**src/rtl/bram_stream_reader_if.sv**
```systemverilog
// Bundle for the RAM read port and the outgoing valid/ready word stream.
interface bram_stream_reader_if #(
    parameter int unsigned ADDR_W = 15,
    parameter int unsigned DATA_W = 18
);
    logic [ADDR_W-1:0] mem_addr;
    logic              mem_en;
    logic [DATA_W-1:0] mem_rdata;
    logic [DATA_W-1:0] out_data;
    logic              out_valid;
    logic              out_ready;

    // Reader side: drives the RAM address/enable and the stream source.
    modport master (
        output mem_addr,
        output mem_en,
        input  mem_rdata,
        output out_data,
        output out_valid,
        input  out_ready
    );

    // Environment side: RAM port plus stream consumer.
    modport slave (
        input  mem_addr,
        input  mem_en,
        output mem_rdata,
        input  out_data,
        input  out_valid,
        output out_ready
    );
endinterface

```
**src/rtl/bram_stream_reader.sv**
```systemverilog
// Sequential BRAM read engine: drains a contiguous address range into a
// valid/ready stream, hiding the RAM's one-cycle read latency.
module bram_stream_reader #(
    parameter int unsigned ADDR_W = 15,
    parameter int unsigned DATA_W = 18,
    parameter int unsigned LEN_W  = 16
) (
    input  logic                clka,
    input  logic                reset,
    input  logic                start,
    input  logic [ADDR_W-1:0]   start_addr,
    input  logic [LEN_W-1:0]    length,
    output logic                busy,
    output logic                done,
    bram_stream_reader_if.master bus
);

    typedef enum logic [1:0] {
        ST_IDLE = 2'd0,
        ST_READ = 2'd1,
        ST_DONE = 2'd2
    } state_t;

    state_t            state_q, state_d;
    logic              busy_q, busy_d;
    logic              done_q, done_d;
    logic              mem_en_q, mem_en_d;
    logic [ADDR_W-1:0] mem_addr_q, mem_addr_d;
    logic [LEN_W-1:0]  issue_left_q, issue_left_d;
    logic [LEN_W-1:0]  accept_left_q, accept_left_d;
    logic              cap_q;
    logic              head_valid_q, head_valid_d;
    logic [DATA_W-1:0] head_data_q, head_data_d;
    logic [DATA_W-1:0] skid0_q, skid0_d;
    logic [DATA_W-1:0] skid1_q, skid1_d;
    logic [1:0]        skid_cnt_q, skid_cnt_d;

    logic              hs;
    logic              load_head;
    logic [2:0]        pending;
    logic              credit_ok;

    // Stream head is a register fed from the 2-entry skid buffer (older
    // words) or directly from the RAM return when the buffer is empty.
    assign hs        = head_valid_q & bus.out_ready;
    assign load_head = (~head_valid_q | hs) & ((skid_cnt_q != 2'd0) | cap_q);

    // Words behind the head: read issued this cycle, read returning this
    // cycle, and buffered words. Keeping this at most 2 after the next issue
    // guarantees every return has a free buffer slot.
    assign pending   = 3'(mem_en_q) + 3'(cap_q) + 3'(skid_cnt_q);
    assign credit_ok = (pending - 3'(load_head)) < 3'd2;

    // Next-state, issue and transfer counters.
    always_comb begin
        state_d       = state_q;
        mem_en_d      = 1'b0;
        mem_addr_d    = mem_addr_q;
        issue_left_d  = issue_left_q;
        accept_left_d = accept_left_q;

        case (state_q)
            ST_IDLE, ST_DONE: begin
                state_d = ST_IDLE;
                if (start) begin
                    if (length != '0) begin
                        state_d       = ST_READ;
                        mem_en_d      = 1'b1;
                        mem_addr_d    = start_addr;
                        issue_left_d  = length - LEN_W'(1);
                        accept_left_d = length;
                    end else begin
                        state_d = ST_DONE;
                    end
                end
            end
            ST_READ: begin
                if ((issue_left_q != '0) && credit_ok) begin
                    mem_en_d     = 1'b1;
                    mem_addr_d   = mem_addr_q + ADDR_W'(1);
                    issue_left_d = issue_left_q - LEN_W'(1);
                end
                if (hs) begin
                    accept_left_d = accept_left_q - LEN_W'(1);
                    if (accept_left_q == LEN_W'(1)) begin
                        state_d = ST_DONE;
                    end
                end
            end
            default: begin
                state_d = ST_IDLE;
            end
        endcase

        busy_d = (state_d == ST_READ);
        done_d = (state_d == ST_DONE);
    end

    // Head register and skid buffer update; returns are captured unconditionally.
    always_comb begin
        head_valid_d = head_valid_q;
        head_data_d  = head_data_q;
        skid0_d      = skid0_q;
        skid1_d      = skid1_q;
        skid_cnt_d   = skid_cnt_q;

        if (~head_valid_q | hs) begin
            if (skid_cnt_q != 2'd0) begin
                head_valid_d = 1'b1;
                head_data_d  = skid0_q;
                skid0_d      = skid1_q;
                if (cap_q) begin
                    if (skid_cnt_q == 2'd1) begin
                        skid0_d = bus.mem_rdata;
                    end else begin
                        skid1_d = bus.mem_rdata;
                    end
                end else begin
                    skid_cnt_d = skid_cnt_q - 2'd1;
                end
            end else if (cap_q) begin
                head_valid_d = 1'b1;
                head_data_d  = bus.mem_rdata;
            end else begin
                head_valid_d = 1'b0;
            end
        end else if (cap_q) begin
            if (skid_cnt_q == 2'd0) begin
                skid0_d = bus.mem_rdata;
            end else begin
                skid1_d = bus.mem_rdata;
            end
            skid_cnt_d = skid_cnt_q + 2'd1;
        end
    end

    // State registers; reset also drops any read return due next cycle.
    always_ff @(posedge clka) begin
        if (reset) begin
            state_q       <= ST_IDLE;
            busy_q        <= 1'b0;
            done_q        <= 1'b0;
            mem_en_q      <= 1'b0;
            mem_addr_q    <= '0;
            issue_left_q  <= '0;
            accept_left_q <= '0;
            cap_q         <= 1'b0;
            head_valid_q  <= 1'b0;
            head_data_q   <= '0;
            skid0_q       <= '0;
            skid1_q       <= '0;
            skid_cnt_q    <= 2'd0;
        end else begin
            state_q       <= state_d;
            busy_q        <= busy_d;
            done_q        <= done_d;
            mem_en_q      <= mem_en_d;
            mem_addr_q    <= mem_addr_d;
            issue_left_q  <= issue_left_d;
            accept_left_q <= accept_left_d;
            cap_q         <= mem_en_q;
            head_valid_q  <= head_valid_d;
            head_data_q   <= head_data_d;
            skid0_q       <= skid0_d;
            skid1_q       <= skid1_d;
            skid_cnt_q    <= skid_cnt_d;
        end
    end

    assign busy          = busy_q;
    assign done          = done_q;
    assign bus.mem_en    = mem_en_q;
    assign bus.mem_addr  = mem_addr_q;
    assign bus.out_valid = head_valid_q;
    assign bus.out_data  = head_data_q;

endmodule

```
**src/flat_wrapper.sv**
```systemverilog
// flat-port wrapper written by rule: the top's interface ports become plain ports
module bram_stream_reader_flat 
#(
    parameter int unsigned ADDR_W = 15,
    parameter int unsigned DATA_W = 18,
    parameter int unsigned LEN_W  = 16
)
  (clka, reset, start, start_addr, length, busy, done, bus_mem_addr, bus_mem_en, bus_mem_rdata, bus_out_data, bus_out_valid, bus_out_ready);
  bram_stream_reader_if #(.ADDR_W(ADDR_W), .DATA_W(DATA_W)) bus_i ();
  input  logic clka;
  input  logic reset;
  input  logic start;
  input  logic [ADDR_W-1:0] start_addr;
  input  logic [LEN_W-1:0] length;
  output logic busy;
  output logic done;
  output wire logic [$bits(bus_i.mem_addr)-1:0] bus_mem_addr;
  output wire logic [$bits(bus_i.mem_en)-1:0] bus_mem_en;
  input wire logic [$bits(bus_i.mem_rdata)-1:0] bus_mem_rdata;
  output wire logic [$bits(bus_i.out_data)-1:0] bus_out_data;
  output wire logic [$bits(bus_i.out_valid)-1:0] bus_out_valid;
  input wire logic [$bits(bus_i.out_ready)-1:0] bus_out_ready;
  assign bus_mem_addr = bus_i.mem_addr;
  assign bus_mem_en = bus_i.mem_en;
  assign bus_i.mem_rdata = bus_mem_rdata;
  assign bus_out_data = bus_i.out_data;
  assign bus_out_valid = bus_i.out_valid;
  assign bus_i.out_ready = bus_out_ready;
  bram_stream_reader #(.ADDR_W(ADDR_W), .DATA_W(DATA_W), .LEN_W(LEN_W)) u_core (.clka(clka), .reset(reset), .start(start), .start_addr(start_addr), .length(length), .busy(busy), .done(done), .bus(bus_i));
endmodule
```
**config.mk**
```make
export PLATFORM = sky130hd
export DESIGN_NAME = bram_stream_reader_flat
export DESIGN_NICKNAME = d
export VERILOG_FILES = /design/src/rtl/bram_stream_reader_if.sv /design/src/rtl/bram_stream_reader.sv /design/src/flat_wrapper.sv
export SDC_FILE = /design/constraint.sdc
export NUM_CORES = 1
export LEC_CHECK = 0
export BUFFER_PORTS_ARGS = -buffer_cell sky130_fd_sc_hd__buf_2
export CORE_AREA = 2 2 106 108
export CTS_BUF_LIST = sky130_fd_sc_hd__clkbuf_4 sky130_fd_sc_hd__clkbuf_8
export DETAILED_ROUTE_END_ITERATION = 10
export DIE_AREA = 0 0 108 110
export PLACE_DENSITY_LB_ADDON = 0.25
export RECOVER_POWER = 50
export SETUP_SLACK_MARGIN = 0.02
export SLEW_MARGIN = 30
export SYNTH_ARGS = -nofsm -noshare
export SYNTH_HDL_FRONTEND = slang
export SYNTH_SLANG_ARGS = --single-unit
export TNS_END_PERCENT = 20
```
**constraint.sdc**
```tcl
create_clock -name clka -period 4.7 [get_ports clka]
set_clock_uncertainty 0.05 [all_clocks]
set_input_delay 0.705 -clock clka [delete_from_list [all_inputs] [get_ports clka]]
set_output_delay 0.705 -clock clka [all_outputs]
set_load 0.01 [all_outputs]
```
# == Yosys cells after proc, flatten, opt, wreduce, memory -nomap -nowiden ==
# Index checks and enable logic that the tools add are counted.
# totals
romBits,0
ramBits,0
wordCells,100
output_inout_bits,37
mem_count,0
ff_bits,110
input_bits,53
latch_bits,0
# op_classes
mux,41
div,0
bitwise,5
eq_ne,14
n_reduce_logical,17
add_sub_neg,9
n_lt_le_gt_ge,1
multipliers,0
shifts,0
# op_table
cell,count
$mux W18,14
$mux W16,6
$pmux W16 S2,2
$sub A16 B1 Y16 const B,3
$mux W15,3
$reduce_bool A16 Y1,2
$pmux W15 S2,1
$eq A16 B1 Y1 const B,1
$mux W2,8
$add A15 B1 Y15 const B,1
$reduce_and A4 Y1,3
$reduce_bool A2 Y1,5
$ne A2 B1 Y1 const B,4
$ne A2 B2 Y1 const B,4
$eq A2 B1 Y1 const B,3
$reduce_and A3 Y1,2
$mux W1,5
$eq A2 B2 Y1 const B,2
$logic_not A2 Y1,2
$pmux W2 S2,1
$add A3 B2 Y3,1
$lt A3 B2 Y1 const B,1
$sub A3 B1 Y3,1
$add A1 B1 Y2,1
9 further kinds,11

# == Longest topological paths before layout ==
# depth
depth_word,8
depth_mapped,17
mapped_depth_nobuf,13

# == Worst setup path after synthesis ==
# Ideal clock, no wire load.
# synth_path
path_kind,input to register
start,input bus_out_ready
end,register u_core.issue_left_q[10]
slack_ns,0.722
stages,16
t_arrival_ns,3.857
setup_time_ns,0.070
required_ns,4.580
n_path_buf,4
cell_sequence,nand2b_1 clkbuf_1 inv_1 nor2_1 clkbuf_1 ha_1 nand2b_1 fa_1 xor2_1 nand3_1 a41oi_1 or2_1 clkbuf_1 buf_2 o21ai_0 a21oi_1
# synth_between
elab_chain_len,8
# synth_lines
element,line_no,text
from (decl),flat_wrapper.sv:22,input wire logic [$bits(bus_i.out_ready)-1:0] bus_out_ready;
$and A1 B1 Y1,bram_stream_reader.sv:45,assign hs = head_valid_q & bus.out_ready;
$or A1 B1 Y1,bram_stream_reader.sv:46,assign load_head = (~head_valid_q | hs) & ((skid_cnt_q != 2'd0) | cap_q);
$and A1 B1 Y1,bram_stream_reader.sv:46,
named net u_core.load_head,bram_stream_reader.sv:39,logic load_head;
$sub A3 B1 Y3,bram_stream_reader.sv:52,assign credit_ok = (pending - 3'(load_head)) < 3'd2;
$lt A3 B2 Y1,bram_stream_reader.sv:52,
$logic_and A1 B1 Y1,bram_stream_reader.sv:78,if ((issue_left_q != '0) && credit_ok) begin
$ne A2 B1 Y1 (no source line),n/a,
$reduce_and A4 Y1 (no source line),n/a,
to (signal assigned),bram_stream_reader.sv:159,issue_left_q <= issue_left_d;
to (decl),bram_stream_reader.sv:29,"logic [LEN_W-1:0] issue_left_q, issue_left_d;"
# The timed path passes the listed nets, and every way through them passes these cells.
# A chain may end at the register's enable or synchronous reset.

# == Worst setup path after layout ==
# layout_path
start,input bus_out_ready
end,register u_core.mem_addr_q[1] (netlist: u_core.bus.mem_addr[1])
# layout_between
elab_chain_len,8
# layout_lines
element,line_no,text
$and A1 B1 Y1,bram_stream_reader.sv:45,
$or A1 B1 Y1,bram_stream_reader.sv:46,
$and A1 B1 Y1,bram_stream_reader.sv:46,
$sub A3 B1 Y3,bram_stream_reader.sv:52,
$lt A3 B2 Y1,bram_stream_reader.sv:52,
$logic_and A1 B1 Y1,bram_stream_reader.sv:78,
$ne A2 B1 Y1 (no source line),n/a,
$reduce_and A4 Y1 (no source line),n/a,
to (signal assigned),bram_stream_reader.sv:158,mem_addr_q <= mem_addr_d;
to (decl),bram_stream_reader.sv:28,"logic [ADDR_W-1:0] mem_addr_q, mem_addr_d;"
# Every way passes these cells.

==> flow_summary.yaml <==
run_status:
  outcome: "complete, but fails checks"
  violations: "capacitance limit, slew limit"
detailed_routing:
  wire_per_inst_um: 16.3
  num_vias: 5613
  wl_mm: 15.1
  firstDrtPassIters: 5
  first_iter_violations: 363
  drtAntennaViolNets: 0
  drc_errors: 0
  vias_per_cell: 6.06
synthesis:
  avgSynthCellArea_um2: 7.99
  synth-adder-area-share_pct: 2.51
  syn-num-nets: 788
  syn_area_um2: 5790
  ys_ff_latch: 110
  ys_warn_count: 0
  ys_seq_area_share_pct: 38.1
  synthMuxAreaShare_pct: 11.5
  synth_top_family_by_area: "compound AO/OA/AOI/OAI gates"
  yosys.area_share.simple_pct: 21.0
  synth_xor_area_share_pct: 0.605
  synth-compound-area-share_pct: 22.0
  synth.distinct_cells: 58
  synth_flop_cell: "dfxtp_1"
  post_synth_inst_count: 724
  async_reset_ff_share_pct: 0
  synth-edff-count: 0
sta:
  slew_violations: 112
  finalCritPeriodShare_pct: 73.2
  finalWorstSetupSlack_ns: 1.26
  report.final.setup_viol: 0
  worst_slew_pin_slew_ns: 2.26
  clock.fmax_ghz: 0.290
  min_period_ns: 3.44
  max-slew-margin-rel_pct: -50.8
  finalSetupTns_ns: 0
  rsz0062_at_grt: "false"
  hold_viol_final: 0
clock_tree:
  cts_num_sinks: 110
  cts_inserted_buffers: 9
  clockRootBuffer: "clkbuf_8"
  cts_buffer_depth: 2
  cts_resized: 0
  post_cts_buffers: 0
  clkLatencyLatePin_ns: 0.39
  cts_tree: "built"
  h-tree-depth: 3
  hold_buffers: 0
  clk_pin_slew_worst_paths_ns: 0.10
grt:
  grt_max_degree: 112
  gr-usage-all-layers_pct: 26.1
  top_usage_layer: "met2"
  grtUsageMet2_pct: 43.9
  grtUsageMet3_pct: 7.58
  gr-total-overflow: 0
  grt_pass1_wl_mm: 25.0
  antenna_found_initial: 0
  grt_pass1_vias: 5233
  grt_util_met1_pct: 33.4
floorplan:
  dieArea_um2: 11900
  rows: 38
  fp.dieH_um: 110
  die_w_um: 108
  core_um2: 10700
  ios: 90
  start_util_pct: 54.1
place:
  placed_area_um2: 6310
  io_buffers: 89
  pre_cts_slack_ns: 0.918
  dpl.hpwl_mm: 10.2
  gp_congestion: 0.922
power:
  p_leak_uw: 0.00248
  power_density_nw_per_um2: 509
  vdd_drop_max_mv: 0.385
cells_and_area:
  fin_area_um2: 6450
  fill_cells: 1004
  nets: 846
  antenna_cells: 0
  syn_to_final_growth_pct: 11.4
  layout-drive-gt1-share_pct: 12.6
critical_path:
  crit_path_cell_trace: "buf_2 > nand2b_1 > inv_1 > nor2_2 > ha_1 > nand2b_1 > fa_1 > xor2_1 > nand3_1 > a41oi_1 > buf_4 > or2_1 > buf_4 > nor2_1 > a311oi_1"
  crit_path_start_kind: "input port"
  worstPathArrival_ns: 3.66
  cp-end-kind: "flip-flop"
  slowest_delay_ns: 0.38
  critPathTopFamily: "simple AND/OR/NAND/NOR gates"
  required_ns: 4.92
  critPathKind: "input port to flip-flop"
  critPathSlowestCell: "fa_1"
  worstPathMaxFanout: 20
  critPathBufInv: 4
flow_run:
  maxCapViolCount: 1
hold_path:
  hold_path_class: "flip-flop to flip-flop"
synth_stat cells (4+ instances only):
library cell | count | area share, %
nor2_1 | 112 | 7.3
o21ai_1 | 11 | 0.95
nand3_1 | 15 | 1.3
o211ai_1 | 5 | 0.65
a211oi_1 | 40 | 5.2
a31oi_1 | 13 | 1.4
nor3_1 | 14 | 1.2
dfxtp_1 | 110 | 38
ha_1 | 10 | 2.2
mux2i_1 | 61 | 11
nand2b_1 | 6 | 0.65
nand2_1 | 74 | 4.8
inv_1 | 11 | 0.71
o21ai_0 | 36 | 3.1
and2_1 | 4 | 0.43
buf_2 | 10 | 0.86
clkbuf_1 | 35 | 2.3
nor4_1 | 4 | 0.43
nand4_1 | 4 | 0.43
o31ai_1 | 11 | 1.4
and3_1 | 8 | 0.86
a21oi_1 | 58 | 5.0
o41ai_1 | 4 | 0.61
buf_1 | 7 | 0.45
mux2_2 | 5 | 0.97
flip-flops by register name (all words and copies together) (netlist names):
name and flops:
u_core.bus.out_data 18, u_core.skid0_q 18, u_core.skid1_q 18, u_core.accept_left_q 16
u_core.issue_left_q 16, u_core.bus.mem_addr 15, u_core.skid_cnt_q 2, u_core.state_q 2
u_core.bus.mem_en 1, u_core.bus.out_valid 1, u_core.busy 1, u_core.cap_q 1
u_core.done 1
layout by cell type, fill, tap and decap left out, types with 4 or more instances in the layout:
cell type / count
inv_1: 11
buf_2: 51
nand2_1: 73
mux2_2: 5
and3_1: 8
nand2b_1: 5
and2_1: 4
buf_4: 10
clkbuf_1: 37
o31ai_1: 11
dfxtp_1: 110
a211oi_1: 39
a31oi_1: 13
ha_1: 10
o41ai_1: 4
mux2i_1: 61
nor2_1: 108
o21ai_1: 11
o211ai_1: 5
nand3_1: 15
nor4_1: 4
nand4_1: 4
nor3_1: 14
o21ai_0: 36
a21oi_1: 58
clkbuf_8: 10
final timing paths:
path | start | endpoint | slack [ns] | depth (start not counted)
max | bus_out_ready | u_core.bus.mem_addr[1] | 1.26 | 15
min | u_core.issue_left_q[15] | u_core.issue_left_q[15] | 0.44 | 2
max reg2reg | u_core.skid_cnt_q[0] | u_core.bus.mem_addr[1] | 1.28 | 15
min reg2reg | u_core.issue_left_q[15] | u_core.issue_left_q[15] | 0.44 | 2
routing by layer:
metal | up-vias | wire length [um]
met5 | - | 0
met4 | 0 | 155
met3 | 13 | 1220
met2 | 200 | 7240
met1 | 2687 | 6530
li1 | 2713 | -
cell type report:
cell class / count / area (um^2) / area share [%]
Clock inverter: 5 / 40.0 / 0.621
Clock buffer: 11 / 145 / 2.25
Timing Repair Buffer: 99 / 474 / 7.35
Inverter: 12 / 45.0 / 0.698
Sequential cell: 110 / 2200 / 34.1
Tap cell: 140 / 175 / 2.72
Multi-Input combinational cell: 550 / 3370 / 52.2
logic make-up (layout without fill, tap and decap cells):
group                    Yosys count  count (layout)
AND/OR/NAND/NOR                  266             266
AO/OA/AOI/OAI                    203             203
flip-flops                       110             110
multiplexers                      66              66
buffers and inverters             64             127
adder cells (fa/ha/maj)           11              11
XOR/XNOR                           4               4
tightest hold or removal path, delay by kind of cell, from the launching register on:
family / cells / cell delay [ns]
AOI/OAI and AO/OA: 1 / 0.05
DFF: 1 / 0.34
and+or+nand+nor: 1 / 0.06
metrics by stage:
step | utilization, % | power, uW | hold slack [ns] | cells
2_1_floorplan | - | 2330 | 0.392 | 724
3_3_place_gp | 58.9 | 2690 | 0.411 | 911
3_5_place_dp | 59.0 | 2760 | 0.422 | 911
4_1_cts | 60.7 | 3320 | 0.438 | 927
5_1_grt | 60.3 | 3520 | 0.475 | 927
6_report | 60.3 | 3280 | 0.438 | 927
power by group:
group,total (uW),switching (uW),internal (uW)
sequential,1300,150,1150
clock,570,351,220
combinational,1420,879,539
total,3280,1380,1900
(Power assumes the default switching activity.)
